**src/rtl/vram_slot_arbiter_if.sv**
```systemverilog
// Bus bundle between the VRAM slot arbiter and its neighbours:
// timing generator, tile/attribute fetcher, CPU bus glue and the VRAM.
interface vram_slot_arbiter_if #(
    parameter int unsigned AW = 11,
    parameter int unsigned DW = 8
);
    // Video timing and fetcher
    logic          PCLK_EN;
    logic [8:0]    HPOS;
    logic          VBLK;
    logic [AW-1:0] VID_ADDR;
    logic [DW-1:0] VID_DATA;
    logic          VID_TSTB;
    logic          VID_ASTB;
    // CPU handshake
    logic          CPU_REQ;
    logic          CPU_WE;
    logic [AW-1:0] CPU_ADDR;
    logic [DW-1:0] CPU_DIN;
    logic [DW-1:0] CPU_DOUT;
    logic          CPU_ACK;
    logic          CPU_WAIT;
    // VRAM port
    logic [AW-1:0] RAM_ADDR;
    logic          RAM_WE;
    logic [DW-1:0] RAM_DIN;
    logic [DW-1:0] RAM_DOUT;

    // Arbiter side
    modport slave (
        input  PCLK_EN, HPOS, VBLK, VID_ADDR,
        input  CPU_REQ, CPU_WE, CPU_ADDR, CPU_DIN,
        input  RAM_DOUT,
        output VID_DATA, VID_TSTB, VID_ASTB,
        output CPU_DOUT, CPU_ACK, CPU_WAIT,
        output RAM_ADDR, RAM_WE, RAM_DIN
    );

    // Environment side
    modport master (
        output PCLK_EN, HPOS, VBLK, VID_ADDR,
        output CPU_REQ, CPU_WE, CPU_ADDR, CPU_DIN,
        output RAM_DOUT,
        input  VID_DATA, VID_TSTB, VID_ASTB,
        input  CPU_DOUT, CPU_ACK, CPU_WAIT,
        input  RAM_ADDR, RAM_WE, RAM_DIN
    );
endinterface

```
**src/rtl/vram_slot_arbiter.sv**
```systemverilog
// Shares one single-port synchronous VRAM between pixel-timed tile/attribute
// fetches and a REQ/ACK CPU port. Video owns its slots; the CPU takes any
// other cycle. Every access completes 3 MCLK after issue.
module vram_slot_arbiter #(
    parameter int unsigned AW          = 11,
    parameter int unsigned DW          = 8,
    parameter logic [8:0]  FETCH_START = 9'd504,
    parameter logic [8:0]  FETCH_END   = 9'd336,
    parameter logic [2:0]  TILE_PH     = 3'd0,
    parameter logic [2:0]  ATTR_PH     = 3'd4
) (
    input  logic                MCLK,
    input  logic                RESET,
    vram_slot_arbiter_if.slave  bus
);

    typedef enum logic [1:0] {C_IDLE, C_PEND, C_BUSY} cpu_state_e;
    typedef enum logic [1:0] {SRC_NONE, SRC_TILE, SRC_ATTR, SRC_CPU} src_e;

    typedef struct packed {
        src_e src;
        logic wr;
    } tag_t;

    cpu_state_e    state_q, state_d;
    logic          armed_q, armed_d;
    logic          wait_q;
    logic          lat_load_c, issue_cpu_c;
    logic          fw_c, slot_c, tile_c;
    tag_t          issue_tag_c, tag1_q, tag2_q;

    logic          lat_we_q;
    logic [AW-1:0] lat_addr_q;
    logic [DW-1:0] lat_din_q;

    logic [AW-1:0] ram_addr_q;
    logic          ram_we_q;
    logic [DW-1:0] ram_din_q;
    logic [DW-1:0] vid_data_q, cpu_dout_q;
    logic          vid_tstb_q, vid_astb_q, cpu_ack_q;

    // Video slot decode: the window wraps through HPOS 511 -> 0
    always_comb begin
        fw_c   = !bus.VBLK && ((bus.HPOS >= FETCH_START) || (bus.HPOS < FETCH_END));
        tile_c = (bus.HPOS[2:0] == TILE_PH);
        slot_c = bus.PCLK_EN && fw_c && (tile_c || (bus.HPOS[2:0] == ATTR_PH));
    end

    // CPU FSM next state, request latch/issue decisions and issue tag
    always_comb begin
        state_d     = state_q;
        armed_d     = armed_q;
        lat_load_c  = 1'b0;
        issue_cpu_c = 1'b0;
        issue_tag_c = '{src: SRC_NONE, wr: 1'b0};

        if (!bus.CPU_REQ) begin
            armed_d = 1'b1;
        end

        case (state_q)
            C_IDLE: begin
                if (bus.CPU_REQ && armed_q) begin
                    lat_load_c = 1'b1;
                    armed_d    = 1'b0;
                    state_d    = C_PEND;
                end
            end
            C_PEND: begin
                if (!slot_c) begin
                    issue_cpu_c = 1'b1;
                    state_d     = C_BUSY;
                end
            end
            C_BUSY: begin
                if (tag2_q.src == SRC_CPU) begin
                    state_d = C_IDLE;
                end
            end
            default: state_d = C_IDLE;
        endcase

        if (slot_c) begin
            issue_tag_c.src = tile_c ? SRC_TILE : SRC_ATTR;
        end else if (issue_cpu_c) begin
            issue_tag_c.src = SRC_CPU;
            issue_tag_c.wr  = lat_we_q;
        end
    end

    // CPU FSM state register
    always_ff @(posedge MCLK) begin
        if (RESET) begin
            state_q <= C_IDLE;
            armed_q <= 1'b1;
            wait_q  <= 1'b0;
        end else begin
            state_q <= state_d;
            armed_q <= armed_d;
            wait_q  <= (state_d != C_IDLE);
        end
    end

    // Request latch, RAM port, tag pipeline (T+1, T+2) and result stage (T+3)
    always_ff @(posedge MCLK) begin
        if (RESET) begin
            lat_we_q   <= 1'b0;
            lat_addr_q <= '0;
            lat_din_q  <= '0;
            ram_addr_q <= '0;
            ram_we_q   <= 1'b0;
            ram_din_q  <= '0;
            tag1_q     <= '{src: SRC_NONE, wr: 1'b0};
            tag2_q     <= '{src: SRC_NONE, wr: 1'b0};
            vid_data_q <= '0;
            cpu_dout_q <= '0;
            vid_tstb_q <= 1'b0;
            vid_astb_q <= 1'b0;
            cpu_ack_q  <= 1'b0;
        end else begin
            if (lat_load_c) begin
                lat_we_q   <= bus.CPU_WE;
                lat_addr_q <= bus.CPU_ADDR;
                lat_din_q  <= bus.CPU_DIN;
            end

            ram_we_q <= 1'b0;
            if (slot_c) begin
                ram_addr_q <= bus.VID_ADDR;
            end else if (issue_cpu_c) begin
                ram_addr_q <= lat_addr_q;
                ram_we_q   <= lat_we_q;
                ram_din_q  <= lat_din_q;
            end

            tag1_q <= issue_tag_c;
            tag2_q <= tag1_q;

            vid_tstb_q <= (tag2_q.src == SRC_TILE);
            vid_astb_q <= (tag2_q.src == SRC_ATTR);
            cpu_ack_q  <= (tag2_q.src == SRC_CPU);

            if ((tag2_q.src == SRC_TILE) || (tag2_q.src == SRC_ATTR)) begin
                vid_data_q <= bus.RAM_DOUT;
            end
            if ((tag2_q.src == SRC_CPU) && !tag2_q.wr) begin
                cpu_dout_q <= bus.RAM_DOUT;
            end
        end
    end

    assign bus.RAM_ADDR = ram_addr_q;
    assign bus.RAM_WE   = ram_we_q;
    assign bus.RAM_DIN  = ram_din_q;
    assign bus.VID_DATA = vid_data_q;
    assign bus.VID_TSTB = vid_tstb_q;
    assign bus.VID_ASTB = vid_astb_q;
    assign bus.CPU_DOUT = cpu_dout_q;
    assign bus.CPU_ACK  = cpu_ack_q;
    assign bus.CPU_WAIT = wait_q;

endmodule

```
**src/flat_wrapper.sv**
```systemverilog
// flat-port wrapper written by rule: the top's interface ports become plain ports
module vram_slot_arbiter_flat 
#(
    parameter int unsigned AW          = 11,
    parameter int unsigned DW          = 8,
    parameter logic [8:0]  FETCH_START = 9'd504,
    parameter logic [8:0]  FETCH_END   = 9'd336,
    parameter logic [2:0]  TILE_PH     = 3'd0,
    parameter logic [2:0]  ATTR_PH     = 3'd4
)
  (MCLK, RESET, bus_PCLK_EN, bus_HPOS, bus_VBLK, bus_VID_ADDR, bus_CPU_REQ, bus_CPU_WE, bus_CPU_ADDR, bus_CPU_DIN, bus_RAM_DOUT, bus_VID_DATA, bus_VID_TSTB, bus_VID_ASTB, bus_CPU_DOUT, bus_CPU_ACK, bus_CPU_WAIT, bus_RAM_ADDR, bus_RAM_WE, bus_RAM_DIN);
  vram_slot_arbiter_if #(.AW(AW), .DW(DW)) bus_i ();
  input  logic MCLK;
  input  logic RESET;
  input wire logic [$bits(bus_i.PCLK_EN)-1:0] bus_PCLK_EN;
  input wire logic [$bits(bus_i.HPOS)-1:0] bus_HPOS;
  input wire logic [$bits(bus_i.VBLK)-1:0] bus_VBLK;
  input wire logic [$bits(bus_i.VID_ADDR)-1:0] bus_VID_ADDR;
  input wire logic [$bits(bus_i.CPU_REQ)-1:0] bus_CPU_REQ;
  input wire logic [$bits(bus_i.CPU_WE)-1:0] bus_CPU_WE;
  input wire logic [$bits(bus_i.CPU_ADDR)-1:0] bus_CPU_ADDR;
  input wire logic [$bits(bus_i.CPU_DIN)-1:0] bus_CPU_DIN;
  input wire logic [$bits(bus_i.RAM_DOUT)-1:0] bus_RAM_DOUT;
  output wire logic [$bits(bus_i.VID_DATA)-1:0] bus_VID_DATA;
  output wire logic [$bits(bus_i.VID_TSTB)-1:0] bus_VID_TSTB;
  output wire logic [$bits(bus_i.VID_ASTB)-1:0] bus_VID_ASTB;
  output wire logic [$bits(bus_i.CPU_DOUT)-1:0] bus_CPU_DOUT;
  output wire logic [$bits(bus_i.CPU_ACK)-1:0] bus_CPU_ACK;
  output wire logic [$bits(bus_i.CPU_WAIT)-1:0] bus_CPU_WAIT;
  output wire logic [$bits(bus_i.RAM_ADDR)-1:0] bus_RAM_ADDR;
  output wire logic [$bits(bus_i.RAM_WE)-1:0] bus_RAM_WE;
  output wire logic [$bits(bus_i.RAM_DIN)-1:0] bus_RAM_DIN;
  assign bus_i.PCLK_EN = bus_PCLK_EN;
  assign bus_i.HPOS = bus_HPOS;
  assign bus_i.VBLK = bus_VBLK;
  assign bus_i.VID_ADDR = bus_VID_ADDR;
  assign bus_i.CPU_REQ = bus_CPU_REQ;
  assign bus_i.CPU_WE = bus_CPU_WE;
  assign bus_i.CPU_ADDR = bus_CPU_ADDR;
  assign bus_i.CPU_DIN = bus_CPU_DIN;
  assign bus_i.RAM_DOUT = bus_RAM_DOUT;
  assign bus_VID_DATA = bus_i.VID_DATA;
  assign bus_VID_TSTB = bus_i.VID_TSTB;
  assign bus_VID_ASTB = bus_i.VID_ASTB;
  assign bus_CPU_DOUT = bus_i.CPU_DOUT;
  assign bus_CPU_ACK = bus_i.CPU_ACK;
  assign bus_CPU_WAIT = bus_i.CPU_WAIT;
  assign bus_RAM_ADDR = bus_i.RAM_ADDR;
  assign bus_RAM_WE = bus_i.RAM_WE;
  assign bus_RAM_DIN = bus_i.RAM_DIN;
  vram_slot_arbiter #(.AW(AW), .DW(DW), .FETCH_START(FETCH_START), .FETCH_END(FETCH_END), .TILE_PH(TILE_PH), .ATTR_PH(ATTR_PH)) u_core (.MCLK(MCLK), .RESET(RESET), .bus(bus_i));
endmodule
```
**config.mk**
```make
export PLATFORM = sky130hd
export DESIGN_NAME = vram_slot_arbiter_flat
export DESIGN_NICKNAME = d
export VERILOG_FILES = /design/src/rtl/vram_slot_arbiter_if.sv /design/src/rtl/vram_slot_arbiter.sv /design/src/flat_wrapper.sv
export SDC_FILE = /design/constraint.sdc
export NUM_CORES = 1
export LEC_CHECK = 0
export BUFFER_PORTS_ARGS = -buffer_cell sky130_fd_sc_hd__buf_2
export CORE_MARGIN = 1.5
export CORE_UTILIZATION = 54
export CTS_CLUSTER_SIZE = 8
export DETAILED_ROUTE_END_ITERATION = 12
export PLACE_DENSITY_LB_ADDON = 0.05
export SYNTH_ARGS = -nofsm -noshare
export SYNTH_HDL_FRONTEND = slang
export SYNTH_SLANG_ARGS = --single-unit
```
**constraint.sdc**
```tcl
create_clock -name MCLK -period 4.6 [get_ports MCLK]
set_input_delay 0.23 -clock MCLK [delete_from_list [all_inputs] [get_ports MCLK]]
set_output_delay 0.23 -clock MCLK [all_outputs]
set_load 0.02 [all_outputs]
```
# [After elaboration in Yosys (flattened, before gate mapping)]
# Index checks and enable logic that the tools add are counted.
[op_classes] n_lt_le_gt_ge=2 n_eq_ne=6 muxes=16 n_bitwise=2 reduce_logical=16
[ops] op="$mux W11" n=2
[ops] op="$mux W2" n=5
[ops] op="$ge A9 B9 Y1 const B" n=1
[ops] op="$lt A9 B9 Y1 const B" n=1
[ops] op="$mux W1" n=7
[ops] op="$eq A2 B2 Y1 const B" n=3
[ops] op="$pmux W2 S3" n=1
[ops] op="$logic_and A1 B1 Y1" n=5
[ops] op="$eq A2 B1 Y1 const B" n=2
[ops] op="$reduce_bool A2 Y1" n=2
[ops] op="$eq A3 B3 Y1 const B" n=1
[ops] op="$logic_not A3 Y1" n=1
[ops] op="$logic_or A1 B1 Y1" n=3
[ops] op="$mux W3" n=1
[ops] op="$reduce_or A3 Y1" n=1
[ops] op="$logic_not A1 Y1" n=2
[ops] op="$logic_not A2 Y1" n=1
[ops] op="$not A1 Y1" n=2
[ops] op="$reduce_and A2 Y1" n=1
[totals] register_bits=68 inputBits=53 out_inout_bits=40 wordCells=59

# [Longest topological paths before layout]
# Gate-level depths: netlist of run 1.
[depth] depth_word=9 depth_mapped=6 ltp_nobuf=4

# [Worst setup path before layout of run 1]
# Ideal clock, no wire load.
[synth_timing] path_type="input to register" startpoint="input port bus_VBLK" endpoint="register u_core.ram_addr_q[10], in the netlist u_core.bus.RAM_ADDR[10]" setup_ns=0.121 arrival_ns=1.564 t_required_ns=4.479 setup_slack_ns=2.915 path_stages=5 n_path_buf=2 cell_sequence="or4b_4 > buf_6 > a21oi_4 > buf_12 > mux2_4"
[synth_via] elab_chain_cells=7 elab_cells_between_ends=8 classes_between="mux (3); reduce/logical (5)"
[synth_rtl] item="start: declaration" line="flat_wrapper.sv:17" source="input wire logic [$bits(bus_i.VBLK)-1:0] bus_VBLK;"
[synth_rtl] item="$logic_not A1 Y1 *" line="vram_slot_arbiter.sv:44" source="fw_c = !bus.VBLK && ((bus.HPOS >= FETCH_START) || (bus.HPOS < FETCH_END));"
[synth_rtl] item="$logic_and A1 B1 Y1 *" line="vram_slot_arbiter.sv:44"
[synth_rtl] item="$logic_and A1 B1 Y1 * (2 in series)" line="vram_slot_arbiter.sv:46" source="slot_c = bus.PCLK_EN && fw_c && (tile_c || (bus.HPOS[2:0] == ATTR_PH));"
[synth_rtl] item="$mux W1" line="vram_slot_arbiter.sv:70" source="if (!slot_c) begin"
[synth_rtl] item="$mux W1" line="vram_slot_arbiter.sv:61" source="case (state_q)"
[synth_rtl] item="$reduce_bool A2 Y1 (no line)"
[synth_rtl] item="end signal: assignment" line="vram_slot_arbiter.sv:129" source="ram_addr_q <= bus.VID_ADDR;"
[synth_rtl] item="end signal: assignment" line="vram_slot_arbiter.sv:131" source="ram_addr_q <= lat_addr_q;"
[synth_rtl] item="end: declaration" line="vram_slot_arbiter.sv:36" source="logic [AW-1:0] ram_addr_q;"
# Every way passes the cells marked *; elsewhere a longest branch is shown, timed or not.
# A chain may end at the register's enable or synchronous reset.

# [Worst setup path after layout of run 1]
[layout_timing] startpoint="register u_core.state_q[1]" endpoint="register u_core.ram_addr_q[3], in the netlist u_core.bus.RAM_ADDR[3]"
[layout_via] elab_chain_cells=3
[layout_rtl] item="start: declaration" line="vram_slot_arbiter.sv:25" source="cpu_state_e state_q, state_d;"
[layout_rtl] item="start signal: assignment" line="vram_slot_arbiter.sv:98" source="state_q <= state_d;"
[layout_rtl] item="$eq A2 B1 Y1" line="vram_slot_arbiter.sv:61"
[layout_rtl] item="$mux W1" line="vram_slot_arbiter.sv:61"
[layout_rtl] item="$reduce_bool A2 Y1 (no line)"
# No other way between the ends.

==> run_results.csv, run 1 <==
group,metric,value,unit
final_layout,n_antenna_cell,0,
flow_run,maxCapViolCount,0,
sta,relSlewSlack,42.6,%
drt,ant_nets,0,
global_routing,overflow,0,
min_path,hp-class,"in2reg",
die,core_area,0.00514,sq mm
logic_synthesis,syn_inst,326,
die,fp.dieW,76.3,um
die,die_area,0.00582,sq mm
drt,wl_per_cell,13.3,um
setup_path,crit_family,"simple AND/OR/NAND/NOR gates",
outcome,run_status,"complete, no violations",
logic_synthesis,synth_edf_count,0,
placed_design,place_inst,464,
global_routing,antenna_found_initial,0,
setup_path,r2r-end,"u_core.bus.RAM_ADDR[3]",
global_routing,grt_pass1_vias,2314,
final_layout,syn_to_final_growth,23.6,%
cts,clock_latency,0.34,ns
cts,root_buffer,"clkbuf_8",
final_layout,final_nets,461,
logic_synthesis,synthFlopType,"dfxtp_1",
drt,drc,0,
power,cellPowerDensity,383,mW/mm^2
final_layout,final_common_cell,"buf_2",
die,boundaryPins,93,
logic_synthesis,synth.net_count,382,
setup_path,worstSetupPathType,"reg2reg",
final_layout,seqCellArea,0.00136,sq mm
placed_design,portBuffers,92,
sta,tightest_slew,0.859,ns
logic_synthesis,synthArstFlopShare,0,%
setup_path,cp_cell_sequence,"nand2b_1 -> buf_4 -> mux2i_1 -> nor2_1 -> mux2_2",
min_path,hold_depth,2,
logic_synthesis,ys_seq_area_share,46.9,%
logic_synthesis,yosysWarningCount,0,
setup_path,cp_num_buf_inv,1,
sta,hold_viol_final,0,
sta,final-max-slew-violation-count,0,
setup_path,cp_data_required_time,4.83,ns
die,rows,26,
sta,period_share,42.7,%
sta,finalCriticalPeriod,1.97,ns
drt,first_pass_iters,5,
final_layout,drive_gt1_share,30.5,%
cts,cts_made_buffers,9,
placed_design,gp_congestion,0.781,
sta,setup_viol,0,
die,initial_core_util,56.5,%
setup_path,cp_slowest_cell,"nand2b_1",
logic_synthesis,mappedNetlistArea,0.00290,sq mm
drt,wl,6390,um
power,leakage,1.67,nW
power,ir_worst_vdd,0.000199,V
setup_path,rrSetupSlack,2.63,ns
cts,cts_buffer_depth,2,
min_path,min_from,"bus_CPU_REQ",
global_routing,track_usage,22.6,%
setup_path,end_kind,"flop",
final_layout,layout_common_cells,"92 x buf_2, 68 x dfxtp_1, 58 x nand2_1",
drt,drtIter0Drc,105,
cts,htree_levels,3,
setup_path,critPathLaunch,"u_core.state_q[1]",
cts,clk_pin_slew,0.07,ns
drt,viasPerCell,5.31,
logic_synthesis,synth_seq_cells,68,
setup_path,r2r-start,"u_core.state_q[1]",
sta,fin_setup_tns,0,ns
power,power,1.38,mW
final_layout,multi_input_area,0.00140,sq mm
drt,vias,2549,
setup_path,reg2reg_depth,5,
logic_synthesis,synth_area_per_cell,8.90,sq um
sta,fin_worst_skew,0.00938,ns
sta,grt_setup_unrepaired,"false",
final_layout,fill_cells,440,
logic_synthesis,synth_cell_types,32,
cts,hold_buffers,0,
die,die_height,76.3,um
setup_path,cp_max_fo,22,
final_layout,finish.utilization,69.8,%
placed_design,hpwl,4250,um
cts,cts.sinks,68,
sta,fmax,509,MHz
cts,cts_resized,0,
global_routing,grt_pass1_wl,10500,um
cts,cts_tree,"done",
setup_path,max_stage_delay,0.53,ns
sta,worst_hold_slack,0.0892,ns
cts,post-cts-setup-buffers,0,
setup_path,critPathArrivalTime,2.19,ns
setup_path,cp-start-kind,"flop",
min_path,min_to,"u_core.armed_q",
final_layout,final_cells,480,
global_routing,grt_max_degree,45,
==> per-stage QoR <==
stage	worst slack (ns)	instance area, sq um
2_1_floorplan	2.91	2900
3_3_place_gp	2.57	3340
3_5_place_dp	2.51	3340
4_1_cts	2.62	3590
5_1_grt	2.52	3590
6_report	2.63	3590
==> layer usage <==
metal | track usage, % | up-vias | share of wire, %
met1 | 28.6 | 1177 | 44
met3 | 3.83 | 11 | 6.1
met5 | 0 | - | 0
met2 | 37.3 | 100 | 48
li1 | - | 1261 | -
met4 | 10.9 | 0 | 2.0
==> cells by family (layout without fill, tap and decap cells) <==
family | after synthesis | in the layout | synth area share, %
AND/OR/NAND/NOR | 141 | 141 | 23.8
buffers and inverters | 29 | 113 | 4.74
AO/OA/AOI/OAI | 53 | 53 | 10.9
multiplexers | 32 | 32 | 12.3
flip-flops | 68 | 68 | 46.9
adder cells (fa/ha/maj) | 3 | 3 | 1.29
==> final cells by class <==
cell class | instances | area share (%)
clock buffer | 10 | 3.84
clock inverter | 6 | 3.10
multi-input combinational | 229 | 39.1
timing repair buffer | 94 | 13.2
inverter | 3 | 0.314
tap | 70 | 2.44
sequential | 68 | 37.9
==> worst max path at each step <==
stage                     cells after the start  slack [ns]                       to
after floorplan                               5        2.91  u_core.bus.RAM_ADDR[10]
after global placement                        4        2.57         u_core.tag1_q[1]
after detailed placement                      4        2.51   u_core.bus.RAM_ADDR[3]
after CTS                                     5        2.62   u_core.bus.RAM_ADDR[3]
after global routing                          5        2.52   u_core.bus.RAM_ADDR[3]
final                                         5        2.63   u_core.bus.RAM_ADDR[3]
==> report_power, final <==
group          switching [mW]  leakage (nW)  internal, mW
Sequential             0.0136         0.553         0.615
Combinational          0.0865          1.00        0.0591
Clock                   0.226         0.122         0.375
==> registers in the layout, indices dropped and copies added, names as in the netlist <==
register             count
u_core.lat_din_q         8
u_core.tag1_q            3
u_core.bus.CPU_DOUT      8
u_core.tag2_q            3
u_core.lat_we_q          1
u_core.state_q           2
u_core.lat_addr_q       11
u_core.bus.CPU_ACK       1
u_core.armed_q           1
u_core.bus.CPU_WAIT      1
u_core.bus.RAM_ADDR     11
u_core.bus.VID_TSTB      1
u_core.bus.VID_DATA      8
u_core.bus.RAM_DIN       8
u_core.bus.VID_ASTB      1
==> Yosys cell counts, types with 2 or more instances <==
| cell type | n | area share, % |
|---|---|---|
| dfxtp_1 | 68 | 47 |
| nand2_1 | 58 | 7.5 |
| a21oi_1 | 29 | 5.0 |
| nor2_1 | 22 | 2.8 |
| mux2i_1 | 20 | 6.9 |
| nand3_1 | 19 | 3.3 |
| clkbuf_1 | 18 | 2.3 |
| nor2b_1 | 18 | 3.9 |
| nor3b_1 | 16 | 4.1 |
| o21ai_0 | 9 | 1.6 |
| a32oi_1 | 8 | 2.4 |
| mux2_2 | 6 | 2.3 |
| mux2_4 | 6 | 3.1 |
| buf_2 | 4 | 0.69 |
| ha_1 | 3 | 1.3 |
| inv_1 | 3 | 0.39 |
| nand2b_1 | 3 | 0.65 |
| buf_1 | 2 | 0.26 |
No activity file was read; power rests on OpenSTA's default activity.
==> inputs of run 2 (changes only) <==
- ABC_AREA: unset -> 1
- CORE_UTILIZATION: 54 -> 49
- clock period: 4.6 -> 1.87 ns (I/O delays scaled with it)
==> run_results.csv, run 2 <==
group,metric,value,unit
final_layout,fill_cells,503,
logic_synthesis,yosysMostFrequentCell,"nor2_1",
die,die_area,0.00603,sq mm
setup_path,cp_slowest_cell,"dfxtp_1",
drt,wl,6110,um
cts,cts_buffer_depth,2,
power,cellPowerDensity,857,mW/mm^2
global_routing,grt_pass1_vias,2361,
sta,fmax,710,MHz
sta,relSlewSlack,72.5,%
cts,htree_levels,3,
setup_path,cp-start-kind,"flop",
setup_path,cp_max_fo,13,
setup_path,cp_data_required_time,2.14,ns
drt,viasPerCell,4.84,
die,initial_core_util,52.1,%
logic_synthesis,yosys.area.top_type_share,49.9,%
placed_design,portBuffers,92,
outcome,run_status,"complete, no violations",
sta,hold_viol_final,0,
final_layout,final_common_cell,"buf_2",
setup_path,end_kind,"flop",
final_layout,drive_gt1_share,32.3,%
setup_path,crit_top_cell,"inv_2",
logic_synthesis,ys_seq_area_share,49.9,%
placed_design,gp_congestion,0.796,
power,ir_worst_vdd,0.000502,V
final_layout,multi_input_area,0.00114,sq mm
final_layout,final_nets,504,
sta,final-max-slew-violation-count,0,
logic_synthesis,synth.net_count,395,
setup_path,cp_cell_sequence,"inv_2 -> nor2_4 -> nand2_4 -> inv_2 -> nor2_1 -> nor2_2",
cts,cts_resized,0,
drt,drtIter0Drc,83,
logic_synthesis,synthFlopType,"dfxtp_1",
die,die_height,77.6,um
logic_synthesis,synthArstFlopShare,0,%
final_layout,layout_common_cells,"92 x buf_2, 91 x nor2_1, 68 x dfxtp_1",
global_routing,track_usage,21.8,%
logic_synthesis,synth.largest_area_cell,"dfxtp_1",
logic_synthesis,mappedNetlistArea,0.00273,sq mm
logic_synthesis,synth_common_cells,"91 x nor2_1, 68 x dfxtp_1, 37 x nand3_1, 27 x inv_1, 21 x o21ai_1",
sta,finalCriticalPeriod,1.41,ns
sta,period_share,75.3,%
drt,vias,2514,
final_layout,syn_to_final_growth,29.3,%
logic_synthesis,synth_seq_cells,68,
global_routing,antenna_found_initial,0,
power,power,3.03,mW
sta,grt_setup_unrepaired,"false",
cts,cts_tree,"done",
sta,tightest_slew,0.411,ns
placed_design,hpwl,4180,um
die,core_area,0.00524,sq mm
sta,setup_viol,0,
global_routing,grt_max_degree,38,
logic_synthesis,synth_edf_count,0,
final_layout,seqCellArea,0.00136,sq mm
cts,clock_latency,0.33,ns
drt,first_pass_iters,5,
drt,ant_nets,0,
drt,drc,0,
setup_path,worstSetupPathType,"reg2reg",
sta,fin_setup_tns,0,ns
cts,root_buffer,"clkbuf_8",
cts,cts.sinks,68,
die,fp.dieW,77.6,um
drt,wl_per_cell,11.8,um
global_routing,grt_pass1_wl,10400,um
setup_path,critPathArrivalTime,1.68,ns
sta,fin_worst_skew,0.00546,ns
final_layout,n_antenna_cell,0,
flow_run,maxCapViolCount,0,
die,boundaryPins,93,
logic_synthesis,synth_area_leaders,"dfxtp_1 50%, nor2_1 13%, nand3_1 6.8%",
cts,cts_made_buffers,9,
power,leakage,1.74,nW
global_routing,overflow,0,
die,rows,26,
logic_synthesis,syn_inst,339,
cts,clk_pin_slew,0.06,ns
min_path,hp-class,"in2reg",
logic_synthesis,synth_cell_types,23,
logic_synthesis,yosysWarningCount,0,
setup_path,max_stage_delay,0.36,ns
logic_synthesis,synth_area_per_cell,8.05,sq um
[run 2: timing repair]
| action | in CTS | in global routing |
|---|---|---|
| hold endpoints to repair | 17 | 0 |
| setup buffers | 0 | 0 |
| hold buffers | 17 | 0 |
[run 2: final timing paths]
check,startpoint,end,slack (ns),cells past startpoint
setup / recovery,u_core.state_q[0],u_core.bus.RAM_DIN[7],0.46,6
hold / removal,bus_RAM_DOUT[1],u_core.bus.CPU_DOUT[1],0.007,3
hold reg to reg,u_core.tag1_q[2],u_core.tag2_q[2],0.41,2
setup reg to reg,u_core.state_q[0],u_core.bus.RAM_DIN[7],0.46,6
[run 2: cell families (layout without fill, tap and decap cells)]
group / after synthesis / in the layout / synth area share [%]
adders and majority gates: 3 / 3 / 1.38
and+or+nand+nor: 169 / 169 / 29.7
AOI/OAI and AO/OA: 51 / 51 / 10.8
DFF: 68 / 68 / 49.9
buffers and inverters: 48 / 158 / 8.21
[run 2: area by class of cell]
| type | instances | area share [%] |
|---|---|---|
| Clock buffer | 12 | 4.11 |
| Inverter | 31 | 3.30 |
| Multi-Input combinational cell | 223 | 32.4 |
| Sequential cell | 68 | 38.6 |
| Tap cell | 70 | 2.48 |
| Timing Repair Buffer | 115 | 19.1 |
[run 2: critical path: cells and delay by family (launching register included)]
family,cells,cell delay (ns)
simple gates,4,0.72
buf+inv,2,0.27
flops,1,0.36
[run 2: where the power goes]
part	total (mW)	internal [mW]	leakage [nW]	switching [mW]
registers	1.60	1.54	0.556	0.0548
clock network	0.964	0.489	0.0743	0.475
logic	0.465	0.188	1.11	0.277
total	3.03	2.22	1.74	0.807
[run 2: per-stage QoR]
step / hold slack, ns / setup slack [ns] / area, sq um / utilization (%) / std cells
6_report: 0.00749 / 0.462 / 3530 / 67.4 / 519
5_1_grt: 0.00816 / 0.318 / 3530 / 67.4 / 519
4_1_cts: 0.0000109 / 0.437 / 3530 / 67.4 / 519
3_5_place_dp: 0.304 / 0.382 / 3210 / 61.4 / 490
3_3_place_gp: 0.297 / 0.434 / 3210 / 61.4 / 490
2_1_floorplan: 0.166 / 0.662 / 2730 / - / 339
[run 2: per-layer routing]
| layer | share of wire [%] | global-route usage (%) | wire length, um | vias to the layer above |
|---|---|---|---|---|
| li1 | - | - | - | 1300 |
| met1 | 47 | 27.2 | 2860 | 1130 |
| met2 | 45 | 34.9 | 2760 | 69 |
| met3 | 5.5 | 4.94 | 338 | 15 |
| met4 | 2.4 | 11.6 | 145 | 0 |
| met5 | 0 | 0 | 0 | - |
